## src/rtl/ngy_video_pkg.sv

```systemverilog
// Shared defaults and helpers for the grid scanout video path.
// Latency: n/a (constants, types and compile-time helpers only).
// Backpressure: n/a.
package ngy_video_pkg;

    localparam int GRID_ROWS_DEF  = 30;
    localparam int GRID_COLS_DEF  = 40;
    localparam int RAM_LENGTH_DEF = 1199;
    localparam int CELL_PX_DEF    = 8;
    localparam int PIX_DIV_DEF    = 12;

    localparam int H_ACTIVE_DEF = 320;
    localparam int H_FP_DEF     = 16;
    localparam int H_SYNC_DEF   = 32;
    localparam int H_BP_DEF     = 32;
    localparam int H_TOTAL_DEF  = H_ACTIVE_DEF + H_FP_DEF + H_SYNC_DEF + H_BP_DEF;

    localparam int V_ACTIVE_DEF = 240;
    localparam int V_FP_DEF     = 4;
    localparam int V_SYNC_DEF   = 3;
    localparam int V_BP_DEF     = 13;
    localparam int V_TOTAL_DEF  = V_ACTIVE_DEF + V_FP_DEF + V_SYNC_DEF + V_BP_DEF;

    localparam logic [23:0] FG_RGB_DEF = 24'hFFFFFF;
    localparam logic [23:0] BG_RGB_DEF = 24'h000000;

    // Per-pixel raw video flags carried alongside the pixel through the pipeline.
    typedef struct packed {
        logic de;
        logic hs;
        logic vs;
    } vid_flags_t;

    // Ceiling log2; clog2(1) = 0.
    function automatic int clog2(input int value);
        int result;
        result = 0;
        for (int v = value - 1; v > 0; v = v >> 1) begin
            result++;
        end
        return result;
    endfunction

endpackage

```

## src/rtl/ngy_video_timing.sv

```systemverilog
// Pixel clock-enable divider plus free-running h/v counters and raw de/hs/vs flags.
// Latency: flags are combinational from the counters (pipeline stage S0).
// Backpressure: none; free-running from reset release.
module ngy_video_timing
    import ngy_video_pkg::*;
#(
    parameter int PIX_DIV      = PIX_DIV_DEF,
    parameter int H_ACTIVE     = H_ACTIVE_DEF,
    parameter int H_SYNC_START = H_ACTIVE_DEF + H_FP_DEF,
    parameter int H_TOTAL      = H_TOTAL_DEF,
    parameter int V_ACTIVE     = V_ACTIVE_DEF,
    parameter int V_SYNC_START = V_ACTIVE_DEF + V_FP_DEF,
    parameter int V_TOTAL      = V_TOTAL_DEF,
    parameter int HW           = clog2(H_TOTAL),
    parameter int VW           = clog2(V_TOTAL)
) (
    input  logic          clk_74a,
    input  logic          reset_n,
    output logic          pix_ce,
    output logic [HW-1:0] h_cnt,
    output logic [VW-1:0] v_cnt,
    output vid_flags_t    flags,
    output logic          snap_point
);

    localparam int DW = clog2(PIX_DIV);

    logic [DW-1:0] div_cnt;

    // Pixel divider: strobe on the last count so the first strobe lands PIX_DIV clocks after reset.
    always_ff @(posedge clk_74a or negedge reset_n) begin
        if (!reset_n) begin
            div_cnt <= '0;
        end else if (div_cnt == DW'(PIX_DIV - 1)) begin
            div_cnt <= '0;
        end else begin
            div_cnt <= div_cnt + 1'b1;
        end
    end

    assign pix_ce = (div_cnt == DW'(PIX_DIV - 1));

    // Raster position: h wraps into v, v wraps at the end of the frame.
    always_ff @(posedge clk_74a or negedge reset_n) begin
        if (!reset_n) begin
            h_cnt <= '0;
            v_cnt <= '0;
        end else if (pix_ce) begin
            if (h_cnt == HW'(H_TOTAL - 1)) begin
                h_cnt <= '0;
                if (v_cnt == VW'(V_TOTAL - 1)) begin
                    v_cnt <= '0;
                end else begin
                    v_cnt <= v_cnt + 1'b1;
                end
            end else begin
                h_cnt <= h_cnt + 1'b1;
            end
        end
    end

    // Raw flags for the current position; vs is a single pixel on the hs pixel of the sync line.
    always_comb begin
        flags.de   = (h_cnt < HW'(H_ACTIVE)) && (v_cnt < VW'(V_ACTIVE));
        flags.hs   = (h_cnt == HW'(H_SYNC_START));
        flags.vs   = (h_cnt == HW'(H_SYNC_START)) && (v_cnt == VW'(V_SYNC_START));
        snap_point = (h_cnt == '0) && (v_cnt == VW'(V_ACTIVE));
    end

endmodule

```

## src/rtl/ngy_grid_scanout.sv

```systemverilog
// Scans a row-major cell grid out as scaled monochrome video with per-frame snapshot.
// Latency: 2 pix_ce from counter value to rgb/de/hs/vs, all four aligned.
// Backpressure: none; video and frame_start are free-running, grid is sampled once per frame.
module ngy_grid_scanout
    import ngy_video_pkg::*;
#(
    parameter int          GRID_ROWS  = GRID_ROWS_DEF,
    parameter int          GRID_COLS  = GRID_COLS_DEF,
    parameter int          RAM_LENGTH = RAM_LENGTH_DEF,
    parameter int          CELL_PX    = CELL_PX_DEF,
    parameter int          PIX_DIV    = PIX_DIV_DEF,
    parameter int          H_ACTIVE   = H_ACTIVE_DEF,
    parameter int          H_FP       = H_FP_DEF,
    parameter int          H_SYNC     = H_SYNC_DEF,
    parameter int          H_BP       = H_BP_DEF,
    parameter int          V_ACTIVE   = V_ACTIVE_DEF,
    parameter int          V_FP       = V_FP_DEF,
    parameter int          V_SYNC     = V_SYNC_DEF,
    parameter int          V_BP       = V_BP_DEF,
    parameter logic [23:0] FG_RGB     = FG_RGB_DEF,
    parameter logic [23:0] BG_RGB     = BG_RGB_DEF
) (
    input  logic                clk_74a,
    input  logic                reset_n,
    input  logic [0:RAM_LENGTH] grid_ram,
    output logic                pix_ce,
    output logic [23:0]         video_rgb,
    output logic                video_de,
    output logic                video_hs,
    output logic                video_vs,
    output logic                frame_start
);

    localparam int H_TOTAL = H_ACTIVE + H_FP + H_SYNC + H_BP;
    localparam int V_TOTAL = V_ACTIVE + V_FP + V_SYNC + V_BP;
    localparam int HW      = clog2(H_TOTAL);
    localparam int VW      = clog2(V_TOTAL);
    localparam int IW      = clog2(RAM_LENGTH + 1);
    localparam int CELL_SH = clog2(CELL_PX);

    logic [HW-1:0] h_cnt;
    logic [VW-1:0] v_cnt;
    vid_flags_t    s0_flags;
    logic          snap_point;

    ngy_video_timing #(
        .PIX_DIV      (PIX_DIV),
        .H_ACTIVE     (H_ACTIVE),
        .H_SYNC_START (H_ACTIVE + H_FP),
        .H_TOTAL      (H_TOTAL),
        .V_ACTIVE     (V_ACTIVE),
        .V_SYNC_START (V_ACTIVE + V_FP),
        .V_TOTAL      (V_TOTAL),
        .HW           (HW),
        .VW           (VW)
    ) u_timing (
        .clk_74a    (clk_74a),
        .reset_n    (reset_n),
        .pix_ce     (pix_ce),
        .h_cnt      (h_cnt),
        .v_cnt      (v_cnt),
        .flags      (s0_flags),
        .snap_point (snap_point)
    );

    logic [0:RAM_LENGTH] snap;
    logic [HW-1:0]       cell_col;
    logic [VW-1:0]       cell_row;
    logic                in_grid;
    logic [IW-1:0]       cell_idx;

    // Cell coordinates via shifts; the index only matters when the pixel lies inside the grid.
    assign cell_col = h_cnt >> CELL_SH;
    assign cell_row = v_cnt >> CELL_SH;
    assign in_grid  = (32'(cell_col) < 32'(GRID_COLS)) && (32'(cell_row) < 32'(GRID_ROWS));
    assign cell_idx = IW'(cell_row) * IW'(GRID_COLS) + IW'(cell_col);

    // Freeze the grid on the first blanking line so each displayed frame is one consistent image.
    always_ff @(posedge clk_74a or negedge reset_n) begin
        if (!reset_n) begin
            snap <= '0;
        end else if (pix_ce && snap_point) begin
            snap <= grid_ram;
        end
    end

    assign frame_start = pix_ce && snap_point;

    vid_flags_t    s1_flags;
    logic          s1_in_grid;
    logic [IW-1:0] s1_idx;

    // S1: register cell index and the raw flags so they stay aligned with the pixel.
    always_ff @(posedge clk_74a or negedge reset_n) begin
        if (!reset_n) begin
            s1_flags   <= '0;
            s1_in_grid <= 1'b0;
            s1_idx     <= '0;
        end else if (pix_ce) begin
            s1_flags   <= s0_flags;
            s1_in_grid <= in_grid;
            s1_idx     <= in_grid ? cell_idx : '0;
        end
    end

    // S2: look up the frozen cell bit and register the visible outputs; rgb is forced to 0 in blanking.
    always_ff @(posedge clk_74a or negedge reset_n) begin
        if (!reset_n) begin
            video_rgb <= '0;
            video_de  <= 1'b0;
            video_hs  <= 1'b0;
            video_vs  <= 1'b0;
        end else if (pix_ce) begin
            video_de <= s1_flags.de;
            video_hs <= s1_flags.hs;
            video_vs <= s1_flags.vs;
            if (!s1_flags.de) begin
                video_rgb <= '0;
            end else if (s1_in_grid && snap[s1_idx]) begin
                video_rgb <= FG_RGB;
            end else begin
                video_rgb <= BG_RGB;
            end
        end
    end

endmodule

```

## config.mk

```make
export PLATFORM = sky130hd
export DESIGN_NAME = ngy_grid_scanout
export DESIGN_NICKNAME = d
export VERILOG_FILES = /design/src/rtl/ngy_video_pkg.sv /design/src/rtl/ngy_video_timing.sv /design/src/rtl/ngy_grid_scanout.sv
export SDC_FILE = /design/constraint.sdc
export NUM_CORES = 2
export LEC_CHECK = 0
export BUFFER_PORTS_ARGS = -buffer_cell sky130_fd_sc_hd__buf_4
export CAP_MARGIN = 20
export CORE_AREA = 2 2 477 479
export DETAILED_ROUTE_END_ITERATION = 6
export DIE_AREA = 0 0 479 481
export SLEW_MARGIN = 20
export SYNTH_ARGS = -nofsm -noshare
export SYNTH_HDL_FRONTEND = slang
export SYNTH_SLANG_ARGS = --single-unit
```

## constraint.sdc

```tcl
create_clock -name clk_74a -period 3.5 [get_ports clk_74a]
set_input_delay 0.7 -clock clk_74a [delete_from_list [all_inputs] [get_ports clk_74a]]
set_output_delay 0.7 -clock clk_74a [all_outputs]
set_load 0.02 [all_outputs]
```

* Word-level counts from Yosys, hierarchy flattened *
Index checks and enable logic that the tools add are counted.

operators by class
  $lt $le $gt $ge = 5
  mux-type cells = 9
  shift operators = 0
  equal/unequal tests = 6
  $add $sub $neg = 4
  multiply operators = 1
  divide/modulo/power cells = 0
  bitwise operators = 1
  reduce and logical (&&, ||, !) cells = 8

operator list
  cell                  number
  $mux 24               2
  $eq 9x9->1 const B    3
  $add 9x1->9 const B   2
  $eq 9x8->1 const B    2
  $mux 9                2
  $ge 12x12->1 const B  1
  $not 11->12           1
  $add 11x6->11         1
  $bmux 1 s11           1
  $mux 11               1
  $logic_not 9->1       1
  $lt 9x8->1 const B    1
  $lt 9x9->1 const B    1
  $mul 6x3->8 const B   1
  $logic_and 1x1->1     6
  $lt 6x5->1 const B    1
  $lt 6x6->1 const B    1
  $add 4x1->4 const B   1
  $eq 4x4->1 const B    1
  $mux 4                1
  $mux 1                2
  $reduce_and 2->1      1

word-level totals
  output and inout port bits = 29
  bits in read-only memories = 0
  latch bits = 0
  memories = 0
  logic and storage cells = 47
  input port bits = 1202
  flip-flop bits (word level) = 1264
  RAM bits = 0

* Longest topological paths before layout *
  depth in word-level cells = 7
  mapped depth = 14
  depth with buffers taken out = 11

* Cells and area by module *
Synthesis repeated with hierarchy kept, for this count alone.

second synthesis, totals
  cells, all modules = 3672
  area, all modules = 56586.8 µm²

modules (own cells, without submodules)
  module            instances  seq. area each (µm²)  cells each  area each (µm²)
  ngy_grid_scanout  1          30504.3               3544        55338.1
  ngy_video_timing  1          550.5                 128         1248.7

* Worst setup path before layout *
OpenSTA, ideal clock, no wires.

  path kind = register to output
  start point = register u_timing.v_cnt[4]
  end point = output frame_start
  data arrival time = 2.305 ns
  cell stages (with the launch flop) = 6
  setup slack = 0.495 ns
  data required time = 2.800 ns
  cells stage by stage = dfrtp_1 > nand4_1 > or4b_2 > nor3_1 > clkbuf_1 > clkbuf_1

between the ends
  cells in the longest elaborated chain, start to end = 3

RTL lines
  element                 RTL line                source
  start, declared         ngy_video_timing.sv:21  output logic [VW-1:0] v_cnt,
  start signal, assigned  ngy_video_timing.sv:54  v_cnt <= v_cnt + 1'b1;
  $eq 9x8->1              ngy_video_timing.sv:67  snap_point = (h_cnt == '0) && (v_cnt == VW'(V_ACTIVE));
  $logic_and 1x1->1       ngy_video_timing.sv:67
  $logic_and 1x1->1       ngy_grid_scanout.sv:87  assign frame_start = pix_ce && snap_point;
  end, declared           ngy_grid_scanout.sv:31  output logic frame_start

No other way between the ends.

* Final worst setup path *
  start point = register s1_idx[0]
  end point = register video_rgb[22]

between the ends
  cells in the longest elaborated chain, start to end = 7

RTL lines
  element                                     RTL line                 source
  start, declared                             ngy_grid_scanout.sv:91   logic [IW-1:0] s1_idx;
  start signal, assigned                      ngy_grid_scanout.sv:102  s1_idx <= in_grid ? cell_idx : '0;
  $not 11->12 (implied by the code)           ngy_grid_scanout.sv:119  end else if (s1_in_grid && snap[s1_idx]) begin
  $bmux 1 s11                                 ngy_grid_scanout.sv:119
  $mux 1 (implied by the code) (2 in series)  ngy_grid_scanout.sv:119
  $logic_and 1x1->1                           ngy_grid_scanout.sv:119
  $mux 24                                     ngy_grid_scanout.sv:119
  $mux 24                                     ngy_grid_scanout.sv:117  if (!s1_flags.de) begin
  end signal, assigned                        ngy_grid_scanout.sv:118  video_rgb <= '0;
  end signal, assigned                        ngy_grid_scanout.sv:120  video_rgb <= FG_RGB;
  end signal, assigned                        ngy_grid_scanout.sv:122  video_rgb <= BG_RGB;
  end, declared                               ngy_grid_scanout.sv:27   output logic [23:0] video_rgb,

No other way between the ends. The select of a mux whose other input is x is not followed.
A chain may end at the register's enable or synchronous reset.

==> impl_summary.log <==
INFO  metric outcome = finished clean
INFO  metric largest_net_degree_at_the_start_of_global_routing = 155
INFO  metric areaGrowthSynthToFinish = 34.45%
INFO  metric cell_by_cell_listing_of_the_critical_path = buf_12, buf_8, buf_16, buf_4, mux4_2, mux4_2, a221o_1, a32o_2, a211oi_4, buf_4, o32ai_2
INFO  metric dp.final_hpwl = 202100 um
INFO  metric drc = 0
INFO  metric post_synth_mux_area_share = 0.1275
INFO  metric globalRouteTotalUtil = 0.2172
INFO  metric global_route_wire_length_before_repair = 359800 um
INFO  metric synth_xor_area_frac = 0.003060
INFO  metric fin_nets = 8668
INFO  metric viasPerCell = 4.694
INFO  metric arrival = 4050 ps
INFO  metric worst_r2r_path_depth = 11
INFO  metric vias = 49655
INFO  metric critical_path_required = 4150 ps
INFO  metric synth_compound_area_frac = 0.02969
INFO  metric clock_sinks = 1240
INFO  metric critical_path_buf_inv_count = 5
INFO  metric drt-wirelength-per-cell = 24.23 um
INFO  metric rsz0062_at_grt = true
INFO  metric post_synth_inst_count = 6151
INFO  metric cpLargestDelayFamily = multiplexers
INFO  metric cellPowerDensity = 407.4 mW/mm2
INFO  metric whs_path_depth = 3
INFO  metric cts_buffers = 145
INFO  metric num-fill-cells = 23028
INFO  metric timing.fmax = 294.0 MHz
INFO  metric synth_edf_count = 0
INFO  metric post_synth_fa_ha_maj_area_fraction = 0.004197
INFO  metric detail_route.iter0.violations = 4398
INFO  metric clk-insertion-delay-late = 770 ps
INFO  metric die_height = 481 um
INFO  metric timing.critical_path.fanout_max = 6
INFO  metric htreeDepth = 4
INFO  metric clock_path_buffers = 3
INFO  metric final_setup_violation_count = 0
INFO  metric netlist_area = 0.05724 mm2
INFO  metric total_leakage_power = 33.72 nW
INFO  metric floorplan.initialDensity = 0.2535
INFO  metric synth_cell_types = 69
INFO  metric critPathSlowestCell = mux4_2
INFO  metric grt_pass1_vias = 50453
INFO  metric finalMaxSlewViolations = 0
INFO  metric hold_slack = 106.5 ps
INFO  metric gp_routability_congestion = 0.9245
INFO  metric final.min_clock_period = 3402 ps
INFO  metric place.port_buffers = 1230
INFO  metric floorplan.rows = 175
INFO  metric main_combinational_cell_family_by_area_after_synthesis = simple AND/OR/NAND/NOR gates
INFO  metric synth_fp_nets = 7371
INFO  metric layout_setup_ws = 98.25 ps
INFO  metric grt_antenna_before_repair = 44
INFO  metric core_area = 0.2257 mm2
INFO  metric synth_seq_area_share = 0.5421
INFO  metric cap_violations = 0
INFO  metric drt_pass1_iterations = 7
INFO  metric synth_area_per_cell = 9.305 um2
INFO  metric clock_tree.root_cell = clkbuf_16
INFO  metric routed_wirelength = 256300 um
INFO  metric post_synthesis_simple_gate_area_fraction = 0.2549
INFO  metric post_route_cells_drive_above_1_share = 0.2829
INFO  metric detailedPlace.worstSlack = -858.8 ps
INFO  metric route.antenna.remaining_nets = 0
INFO  metric reg2reg_from = s1_idx[0]
INFO  metric timing.clock.skew = 22.58 ps
INFO  metric timing.final.hold_violations = 0
INFO  metric area_of_the_die = 0.2304 mm2
INFO  metric kind_of_start_point_of_the_critical_path = register
INFO  metric yosysWarningCount = 0
INFO  metric normalized_max_slew_margin = 0.3878
INFO  metric yosys_register_bits = 1240
INFO  metric final.period_utilization = 0.9719
INFO  metric design.portCount = 1231
INFO  metric globalRouteOverflowTotal = 0
INFO  metric worstHoldPathType = in -> reg
INFO  metric tritoncts = built
INFO  metric setup.worst_path.end_class = register
INFO  metric critical_path_cell_count = 11
INFO  metric clkTransAtPathRegs = 60 ps
INFO  metric slowest_stage_delay_cp = 590 ps
INFO  metric async_flop_share = 1.000
INFO  metric max_slew.worst_pin.slew = 915.7 ps
INFO  metric synth-main-ff-cell = dfrtp_1
INFO  metric hp-start = grid_ram[415]
INFO  metric critPathKind = reg -> reg
INFO  metric floorplan.die.width = 479 um
INFO  metric critical_path_origin = s1_idx[0]
INFO  metric vdd_ir_drop_max = 0.3348 mV
==> synth_stat cells, types with 24 or more instances <==
master       n  area (um2)
mux2i_1    121        1211
clkbuf_1   198       743.2
nand2_1   3670       13780
o21ai_0     32       160.2
a22oi_1     34       255.2
buf_4       36       270.3
a221oi_1    24       210.2
mux4_2     255        5743
buf_2      139       695.7
nor2_1      33       123.9
a21oi_1     34       170.2
dfrtp_1   1240       31030
==> worst reg2reg max path: stages (launching register included) <==
cell and delay, ps:
dfrtp_4 510, buf_12 160, buf_8 150, buf_16 140, buf_4 160, mux4_2 420
mux4_2 590, a221o_1 330, a32o_2 270, a211oi_4 310, buf_4 180, o32ai_2 60
==> per-layer routing <==
layer,vias to the layer above,global-route usage,part of all wire
met3,395,0.03797,0.064
met1,24700,0.2855,0.42
li1,22420,-,-
met2,2130,0.3550,0.47
met5,-,0,0.00020
met4,10,0.08633,0.043
==> cell families after synthesis <==
family | count (synthesis)
buffers and inverters | 429
AOI/OAI and AO/OA | 233
xor gates and xnor gates | 20
and+or+nand+nor | 3815
muxes | 396
DFF | 1240
adders and majority gates | 18
==> final cells by class <==
| type | count | area (um2) | share of cell area |
|---|---|---|---|
| inverter | 16 | 65.06 | 0.0008455 |
| clock inverter | 58 | 666.9 | 0.008666 |
| multi-input combinational | 4482 | 24360 | 0.3166 |
| sequential | 1240 | 31050 | 0.4035 |
| antenna | 12 | 30.03 | 0.0003902 |
| clock buffer | 198 | 4205 | 0.05465 |
| timing repair buffer | 1563 | 12800 | 0.1664 |
| tap | 3009 | 3765 | 0.04892 |
==> state kept, by name, indices dropped and copies added, names as in the netlist <==
signal	flops
snap	1200
s1_idx	11
u_timing.h_cnt	9
u_timing.v_cnt	9
u_timing.div_cnt	4
s1_flags	3
video_de	1
video_hs	1
video_rgb	1
video_vs	1
==> through the flow <==
stage | util | instance area [um2] | setup TNS, ps | power [mW] | std cells
after floorplan | - | 57240 | 0 | 14.62 | 6151
after global placement | 0.3153 | 71180 | -1295 | 16.16 | 10273
after detailed placement | 0.3153 | 71190 | -858.8 | 16.17 | 10273
after CTS | 0.3397 | 76680 | -47.38 | 31.68 | 10558
after global routing | 0.3408 | 76940 | -23.76 | 32.38 | 10574
final | 0.3409 | 76950 | 0 | 31.35 | 10578
==> final timing paths <==
path	slack, ps	end
worst max-delay path	100	video_rgb[22]
worst min-delay path	110	snap[415]
worst max register to register	100	video_rgb[22]
worst min register to register	460	snap[76]
max in group asynchronous	1780	snap[1000]
min in group asynchronous	590	snap[873]
==> cells in the final DEF, fill, tap and decap left out, drive strengths merged, types with 15 or more instances in the layout <==
cell / netlist / routed
a21oi: 34 / 34
mux4: 263 / 263
buf: 214 / 1558
nand3: 22 / 22
clkinv: 0 / 31
a221oi: 26 / 26
a22o: 17 / 17
o21ai: 34 / 34
a22oi: 34 / 34
inv: 16 / 23
mux2i: 121 / 121
nor2: 33 / 33
nand4: 15 / 15
dfrtp: 1240 / 1240
clkbuf: 199 / 199
nand2: 3670 / 3670
ha: 16 / 16
==> report_power, final <==
group          switching, mW  internal (mW)
Combinational          0.654          0.900
Clock                   6.35           9.11
Sequential                 0           14.3
==> repair_timing <==
item	in CTS	in global routing
gates resized for setup	46	39
pin swaps	8	20
hold buffers	1	0
cloned	4	1
setup buffers	24	9
endpoints found under the hold margin	34	0
setup endpoints to repair	2	1
Note: power is estimated with default switching activity, not from simulation.
